[src/rtl/rat_int.sv]
// Integer register alias table: renames up to RENAME_WIDTH instructions per
// cycle with intra-group bypass and CP_INDEX_SIZE-bit checkpoint/recover.
module rat_int #(
  parameter int RENAME_WIDTH       = 3,
  parameter int ARF_INDEX_SIZE     = 5,
  parameter int PRF_INT_INDEX_SIZE = 6,
  parameter int CP_INDEX_SIZE      = 2
) (
  input  logic                                             clock,
  input  logic                                             reset,
  input  logic [RENAME_WIDTH-1:0]                          rename_valid,
  input  logic [RENAME_WIDTH-1:0]                          rd_valid,
  input  logic [RENAME_WIDTH-1:0][ARF_INDEX_SIZE-1:0]      rs1,
  input  logic [RENAME_WIDTH-1:0][ARF_INDEX_SIZE-1:0]      rs2,
  input  logic [RENAME_WIDTH-1:0][ARF_INDEX_SIZE-1:0]      rd,
  input  logic [RENAME_WIDTH-1:0][PRF_INT_INDEX_SIZE-1:0]  prf_in,
  input  logic                                             allocatable,
  input  logic                                             check,
  input  logic [CP_INDEX_SIZE-1:0]                         check_idx,
  input  logic                                             recover,
  input  logic [CP_INDEX_SIZE-1:0]                         recover_idx,
  output logic [RENAME_WIDTH-1:0]                          prf_req,
  output logic [RENAME_WIDTH-1:0][PRF_INT_INDEX_SIZE-1:0]  prs1_out,
  output logic [RENAME_WIDTH-1:0][PRF_INT_INDEX_SIZE-1:0]  prs2_out,
  output logic [RENAME_WIDTH-1:0][PRF_INT_INDEX_SIZE-1:0]  prd_out,
  output logic [RENAME_WIDTH-1:0][PRF_INT_INDEX_SIZE-1:0]  prd_old_out,
  output logic [RENAME_WIDTH-1:0]                          out_valid
);

  localparam int NumArf = 2 ** ARF_INDEX_SIZE;
  localparam int NumCp  = 2 ** CP_INDEX_SIZE;
  localparam int P      = PRF_INT_INDEX_SIZE;

  logic [P-1:0] map_q [NumArf];
  logic [P-1:0] map_d [NumArf];
  logic [P-1:0] cp_q  [NumCp][NumArf];

  logic                                 fire;
  logic [RENAME_WIDTH-1:0]              w;
  logic [RENAME_WIDTH-1:0]              out_valid_d, out_valid_q;
  logic [RENAME_WIDTH-1:0][P-1:0]       prs1_d, prs1_q, prs2_d, prs2_q;
  logic [RENAME_WIDTH-1:0][P-1:0]       prd_d, prd_q, prd_old_d, prd_old_q;
  logic [P-1:0]                         s1, s2, so;

  always_comb begin
    fire        = allocatable & ~recover;
    prf_req     = '0;
    w           = '0;
    prs1_d      = '0;
    prs2_d      = '0;
    prd_d       = '0;
    prd_old_d   = '0;
    out_valid_d = fire ? rename_valid : '0;
    s1          = '0;
    s2          = '0;
    so          = '0;
    for (int i = 0; i < RENAME_WIDTH; i++) begin
      prf_req[i] = rename_valid[i] & rd_valid[i] & (rd[i] != '0) & ~recover;
      w[i]       = fire & prf_req[i];
    end
    // Lookups see the table plus writes from older lanes; later lanes win.
    for (int i = 0; i < RENAME_WIDTH; i++) begin
      s1 = map_q[rs1[i]];
      s2 = map_q[rs2[i]];
      so = map_q[rd[i]];
      for (int j = 0; j < RENAME_WIDTH; j++) begin
        if (j < i && w[j]) begin
          if (rd[j] == rs1[i]) s1 = prf_in[j];
          if (rd[j] == rs2[i]) s2 = prf_in[j];
          if (rd[j] == rd[i])  so = prf_in[j];
        end
      end
      if (rs1[i] == '0) s1 = '0;
      if (rs2[i] == '0) s2 = '0;
      if (out_valid_d[i]) begin
        prs1_d[i] = s1;
        prs2_d[i] = s2;
      end
      if (w[i]) begin
        prd_d[i]     = prf_in[i];
        prd_old_d[i] = so;
      end
    end
    for (int r = 0; r < NumArf; r++) begin
      map_d[r] = recover ? cp_q[recover_idx][r] : map_q[r];
    end
    for (int i = 0; i < RENAME_WIDTH; i++) begin
      if (w[i]) map_d[rd[i]] = prf_in[i];
    end
  end

  always_ff @(posedge clock or negedge reset) begin
    if (!reset) begin
      for (int r = 0; r < NumArf; r++) begin
        map_q[r] <= P'(r);
        for (int k = 0; k < NumCp; k++) cp_q[k][r] <= P'(r);
      end
      out_valid_q <= '0;
      prs1_q      <= '0;
      prs2_q      <= '0;
      prd_q       <= '0;
      prd_old_q   <= '0;
    end else begin
      for (int r = 0; r < NumArf; r++) begin
        map_q[r] <= map_d[r];
        if (check && !recover) cp_q[check_idx][r] <= map_d[r];
      end
      out_valid_q <= out_valid_d;
      prs1_q      <= prs1_d;
      prs2_q      <= prs2_d;
      prd_q       <= prd_d;
      prd_old_q   <= prd_old_d;
    end
  end

  assign out_valid   = out_valid_q;
  assign prs1_out    = prs1_q;
  assign prs2_out    = prs2_q;
  assign prd_out     = prd_q;
  assign prd_old_out = prd_old_q;

endmodule

[config.mk]
export PLATFORM = sky130hd
export DESIGN_NAME = rat_int
export DESIGN_NICKNAME = d
export VERILOG_FILES = /design/src/rtl/rat_int.sv
export SDC_FILE = /design/constraint.sdc
export NUM_CORES = 2
export LEC_CHECK = 0
export BUFFER_PORTS_ARGS = -buffer_cell sky130_fd_sc_hd__clkbuf_2
export CAP_MARGIN = 10
export CORE_MARGIN = 5
export CORE_UTILIZATION = 44
export CTS_CLUSTER_SIZE = 14
export DETAILED_ROUTE_END_ITERATION = 10
export MAX_ROUTING_LAYER = met4
export PLACE_DENSITY = 0.6
export SYNTH_ARGS = -nofsm -noshare
export SYNTH_HDL_FRONTEND = slang
export SYNTH_SLANG_ARGS = --single-unit
[constraint.sdc]
create_clock -name clock -period 1.9 [get_ports clock]
set_clock_uncertainty 0.2 [all_clocks]
set_input_delay 0.19 -clock clock [delete_from_list [all_inputs] [get_ports clock]]
set_output_delay 0.19 -clock clock [all_outputs]
set_load 0.01 [all_outputs]
======== Yosys cells after proc, flatten, opt, wreduce, memory -nomap -nowiden ========
Index checks and enable logic that the tools add are counted.
word-level totals
  bits in registers ....................... 1,035
  input port bits ......................... 78
  word-level logic and storage cells ...... 476
cells by class
  reduce and logical (&&, ||, !) cells .... 15
  muxes and demuxes ....................... 239
  bitwise gates (word level) .............. 25
  eq/ne operators ......................... 9
  $lt $le $gt $ge ......................... 15
operators with widths
  operator                                  number
  bitwise mux 768 bit                       32
  two-way mux 768 bit                       32
  demux 192 bit (select 2 bit)              32
  two-way mux 192 bit                       6
  bitwise mux 192 bit                       3
  two-way mux 6 bit                         90
  binary-select mux 192 bit (select 2 bit)  1
  binary-select mux 6 bit (select 5 bit)    9
  two-way mux 186 bit                       1
  two-way mux 180 bit                       1
  two-way mux 174 bit                       1
  two-way mux 168 bit                       1
  two-way mux 162 bit                       1
  two-way mux 156 bit                       1
  two-way mux 150 bit                       1
  two-way mux 144 bit                       1
  two-way mux 138 bit                       1
  two-way mux 132 bit                       1
  two-way mux 126 bit                       1
  two-way mux 120 bit                       1
  two-way mux 114 bit                       1
  two-way mux 108 bit                       1
  two-way mux 102 bit                       1
  two-way mux 96 bit                        1
  29 further kinds                          82

======== Depth between registers and ports, before layout ========
  word-level depth ........................ 75
  gate-level depth with buffers ........... 10
  depth with buffers taken out ............ 7

======== Worst setup path after synthesis ========
OpenSTA, ideal clock, no wires.
  path kind ............................... in2reg
  start point ............................. input port rd[1] (netlist name)
  end point ............................... register prd_old_q, in the netlist prd_old_out[5]
  setup time .............................. 0.121 ns
  path slack .............................. -0.350 ns
  stages on the path ...................... 7
  arrival time ............................ 1.928 ns
  cell sequence ........................... buf_2 -> buf_2 -> buf_1 -> mux4_2 -> mux4_2 -> a21oi_1 -> nor2_1
RTL lines
  item                  line  text
  from (decl)           15    input logic [RENAME_WIDTH-1:0][ARF_INDEX_SIZE-1:0] rd,
  to (signal assigned)  112   prd_old_q <= prd_old_d;
  to (decl)             42    logic [RENAME_WIDTH-1:0][P-1:0] prd_d, prd_q, prd_old_d, prd_old_q;

==> impl_summary.md <==
Status
The run finished, with violations left. The checks that failed: hold timing, setup timing.

Global route
The global routing stage identified its most utilized layer as met2. For met1 alone, demand over resource in global routing was 0.536. The via count of the first global-routing pass is 57588. For this run, global-route usage on met3 was measured as 0.101. The pin count of the biggest net entering global routing is 98.

The global-route usage over all layers is 0.412. The global-route wire length before repair is 434000 microns. The met2 usage in global routing is 0.595. After global routing the overflow that remains totals 0. The number of antenna violations at the first check in global routing is 18.

STA
The final setup violation count is 241. The slack of the critical path is -0.497 ns. The measured slew at the worst slew-check pin is 0.966 ns.

Measured against its own limit, the worst slew margin works out to 0.356. The number of hold violations in the final report came to 1. For the finished layout, the period the worst path requires is 2.40 ns. The maximum clock frequency is 417 MHz. The tightest hold path in the finished design has a slack of -0.0196 ns. The total count of max-transition violations in the final report is 0. The part of the cycle the worst path needs is 1.26. Setup repair after global routing could not meet its margin everywhere.

Logic synthesis
Of the post-synthesis cell area, the dominant cell type holds 0.249. The largest total area in the synthesized netlist belongs to sky130_fd_sc_hd__dfrtp_1. Synthesis instantiated 74 different standard cells from the library.

The cell count after synthesis came out at 5989. The synthesized design contains 0 enable-type register cells. The cell area that synthesis handed to floorplanning was 63700 sq um. Of the total synthesized cell area, the portion taken by full adders, half adders and majority gates is 0. The total number of yosys warnings is 0.

After synthesis, the largest family of logic cells by area is multiplexers. Of the total synthesized cell area, the portion taken by XOR and XNOR cells is 0.00618. Of the post-synthesis cell area, the part taken by muxes is 0.271. The compound-cell area share of the yosys netlist is 0.140.

In the synthesized netlist the async set-or-reset flop fraction comes to 1.00. Counting every net in the synthesized netlist gives 6067. Of the total synthesized cell area, the portion taken by AND, OR, NAND and NOR gates is 0.115. The average cell area after synthesis is 10.6 sq um.

The dominant synthesized flop cell is sky130_fd_sc_hd__dfrtp_1. Of the synthesized area, sequential elements account for 0.414. By area the synthesized netlist is led by sky130_fd_sc_hd__dfrtp_1 25%, sky130_fd_sc_hd__mux4_2 21%, sky130_fd_sc_hd__dfstp_2 16%. The synthesis-stage register bit count is 1035.

Job
The count of maximum capacitance violations is 0.

Drt
In the final routed layout, each cell accounts on average for 33.9 microns. The routed design has 310000 microns of wire. Dividing the detail-routed via count by the number of cells gives 6.34. The number of DRC markers after the initial detailed-route iteration is 6449.

The total via count in the routed design is 58087. The detailed-route DRC error count is 0. Before antenna repair, the detailed router went through 6 iterations. The count of nets left with antenna violations once routing finished came out at 0.

Floorplan
The row count is 139. The die boundary width is 391 microns. The die area is 153000 sq um. The initial core utilization is 0.443.

In this run the vertical extent of the chip is 391 microns. The area of the core is 144000 sq um. The number of I/O pins is 156.

Setup path
STA classifies the critical path startpoint as a flop. The worst register-to-register path ends at prs1_out[0]$_DFF_PN0_. Data on the critical path is required at its endpoint by 2.31 ns. The setup slack of the most critical reg-to-reg path is -0.50 ns. The critical path is of the reg -> reg type.

In this run the worst path has a maximum fanout of 4. STA puts the critical path data arrival time at 2.80 ns. The endpoint type of the worst setup path is a flop.

In this run the critical register-to-register path is launched from map_q[66]$_DFF_PN0_. The worst reg2reg path depth is 5.

Worst hold path
The worst hold path passes through 5 cells. For hold timing, the worst endpoint is prd_old_out[15]$_DFF_PN0_. The path class of the tightest hold or removal check is in -> reg. The startpoint of the worst hold path is rd[12].

Placement
After detailed placement, the design holds a cell count of 8779. The post-placement setup slack is -0.816 ns. The count of port buffers added during placement is 155. The HPWL after detailed placement is 230000 microns. Routability-driven placement finished with a final weighted congestion of 1.09.

Finish
The layout has 11866 filler cells. The share of post-route cells with drive strength above 1 is 0.486. Leaving out fill and tap cells, the most frequent cells in the layout are 1066 x sky130_fd_sc_hd__buf_4, 1064 x sky130_fd_sc_hd__nand2_1, 588 x sky130_fd_sc_hd__mux4_2, 577 x sky130_fd_sc_hd__dfrtp_1, 442 x sky130_fd_sc_hd__o21ai_1.

Registers take 26500 sq um. The library cell used most frequently in the layout, excluding fill and tap cells, is sky130_fd_sc_hd__buf_4. Summing all multi-input logic gate instances after layout gives 36800 sq um. The non-filler instance count after layout is 9158. Measured on the finished design, the core utilization comes to 0.601. The number of nets at the end of the flow is 7219. The area growth from synthesis to layout is 35.6%.

Clock tree
The clock tree root driver cell is sky130_fd_sc_hd__clkbuf_16. For this design, the sink count on the clock tree is 1035. The clock tree from TritonCTS is done. The clock tree synthesis step divided the H-tree into 3 levels.

TritonCTS created 112 clock buffers. The clock transition at the registers of the reported paths is 0.07 ns. The clock passes through at most 3 buffers.

The later-pin clock latency in the skew report is 0.79 ns.

Power and ir drop
The worst vdd rail ir drop is 0.820 mV. The power density of the placed cells is 777 nW/um^2. For this design the static power due to leakage is 37.0 nW. Total power for the finished layout comes to 67.1 mW.
[power by group]
part	internal (mW)	total [mW]	leakage, nW	switching (mW)
Sequential	24.4	26.3	12.7	1.87
Combinational	7.87	17.0	22.3	9.10
Clock	14.0	23.8	1.96	9.87
[worst max-delay path: stages (launching register included)]
cell,delay (ns)
sky130_fd_sc_hd__dfrtp_2,0.49
sky130_fd_sc_hd__buf_6,0.16
sky130_fd_sc_hd__mux4_2,0.54
sky130_fd_sc_hd__mux4_2,0.64
sky130_fd_sc_hd__nand3_2,0.13
sky130_fd_sc_hd__o21ai_1,0.06
[kinds of logic after synthesis]
| group | count (synthesis) |
|---|---|
| and+or+nand+nor | 1682 |
| buffers and inverters | 794 |
| muxes | 977 |
| xor gates and xnor gates | 45 |
| AOI/OAI and AO/OA | 1456 |
| DFF | 1035 |
[worst max path at each step]
stage	to	from	cells past startpoint
after floorplan	cp_q[153]$_DFFE_PN0P_	recover_idx[0]	9
after global placement	prd_old_out[14]$_DFF_PN0_	allocatable	10
after detailed placement	prs1_out[17]$_DFF_PN0_	rd[3]	9
after CTS	prs2_out[16]$_DFF_PN0_	map_q[154]$_DFF_PN0_	8
after global routing	prs1_out[16]$_DFF_PN0_	map_q[148]$_DFF_PN0_	7
final	prs1_out[0]$_DFF_PN0_	map_q[66]$_DFF_PN0_	5
[per-stage QoR]
step,cell area [sq um],setup TNS [ns]
after global routing,86400,-48.86
after detailed placement,77800,-521.19
final,86400,-27.73
after CTS,84700,-47.89
after floorplan,64300,-121.40
after global placement,77800,-506.62
[sequential cells by signal, summed over array words and instances (netlist names)]
register and cells:
cp_q 768, map_q 192, out_valid 3, prd_old_out 18
prd_out 18, prs1_out 18, prs2_out 18
[Yosys cell counts (15+ instances only)]
master,number
sky130_fd_sc_hd__mux4_2,588
sky130_fd_sc_hd__xnor2_1,22
sky130_fd_sc_hd__buf_1,47
sky130_fd_sc_hd__o211ai_1,55
sky130_fd_sc_hd__a211oi_2,31
sky130_fd_sc_hd__o21ai_0,643
sky130_fd_sc_hd__o22ai_1,140
sky130_fd_sc_hd__or3_1,23
sky130_fd_sc_hd__a211oi_1,100
sky130_fd_sc_hd__a21oi_1,124
sky130_fd_sc_hd__a2111oi_0,15
sky130_fd_sc_hd__o22ai_2,35
sky130_fd_sc_hd__nand2_1,1077
sky130_fd_sc_hd__nor3_1,77
sky130_fd_sc_hd__dfstp_2,400
sky130_fd_sc_hd__nand3b_1,15
sky130_fd_sc_hd__o21ai_2,41
sky130_fd_sc_hd__clkbuf_1,332
sky130_fd_sc_hd__nor4_1,36
sky130_fd_sc_hd__and2_1,27
sky130_fd_sc_hd__buf_2,158
sky130_fd_sc_hd__buf_6,15
sky130_fd_sc_hd__mux2_2,93
sky130_fd_sc_hd__dfrtp_1,635
sky130_fd_sc_hd__nor2b_1,40
sky130_fd_sc_hd__o21ai_1,159
sky130_fd_sc_hd__mux2i_1,296
sky130_fd_sc_hd__inv_1,199
sky130_fd_sc_hd__nand3_1,28
sky130_fd_sc_hd__a22o_1,15
sky130_fd_sc_hd__o311ai_0,17
sky130_fd_sc_hd__nor2_1,249
sky130_fd_sc_hd__buf_4,40
sky130_fd_sc_hd__xor2_1,23
[metal layers]
layer / wire length, microns / vias up / share of wire
met5: 0 / - / 0
li1: - / 24359 / -
met4: 22700 / 0 / 0.073
met3: 32600 / 899 / 0.11
met2: 134000 / 3242 / 0.43
met1: 120000 / 29587 / 0.39
[cell type report]
type,instances,area share
multi-input cells,4160,0.426
flip-flops and latches,1035,0.307
repair buffers,1632,0.183
clock buffers,164,0.0378
well taps,1903,0.0275
clock inverters,49,0.00913
inverters,200,0.00869
diodes,15,0.000434
[repair_timing]
action / in CTS / in global routing
pin swaps: 207 / 281
hold buffers: 49 / 2
setup buffers: 79 / 54
gates cloned: 0 / 2
endpoints found under the hold margin: 1567 / 1
endpoints found under the setup margin: 397 / 1293
gates resized for setup: 528 / 456
Power figures use the tool's default switching activity.
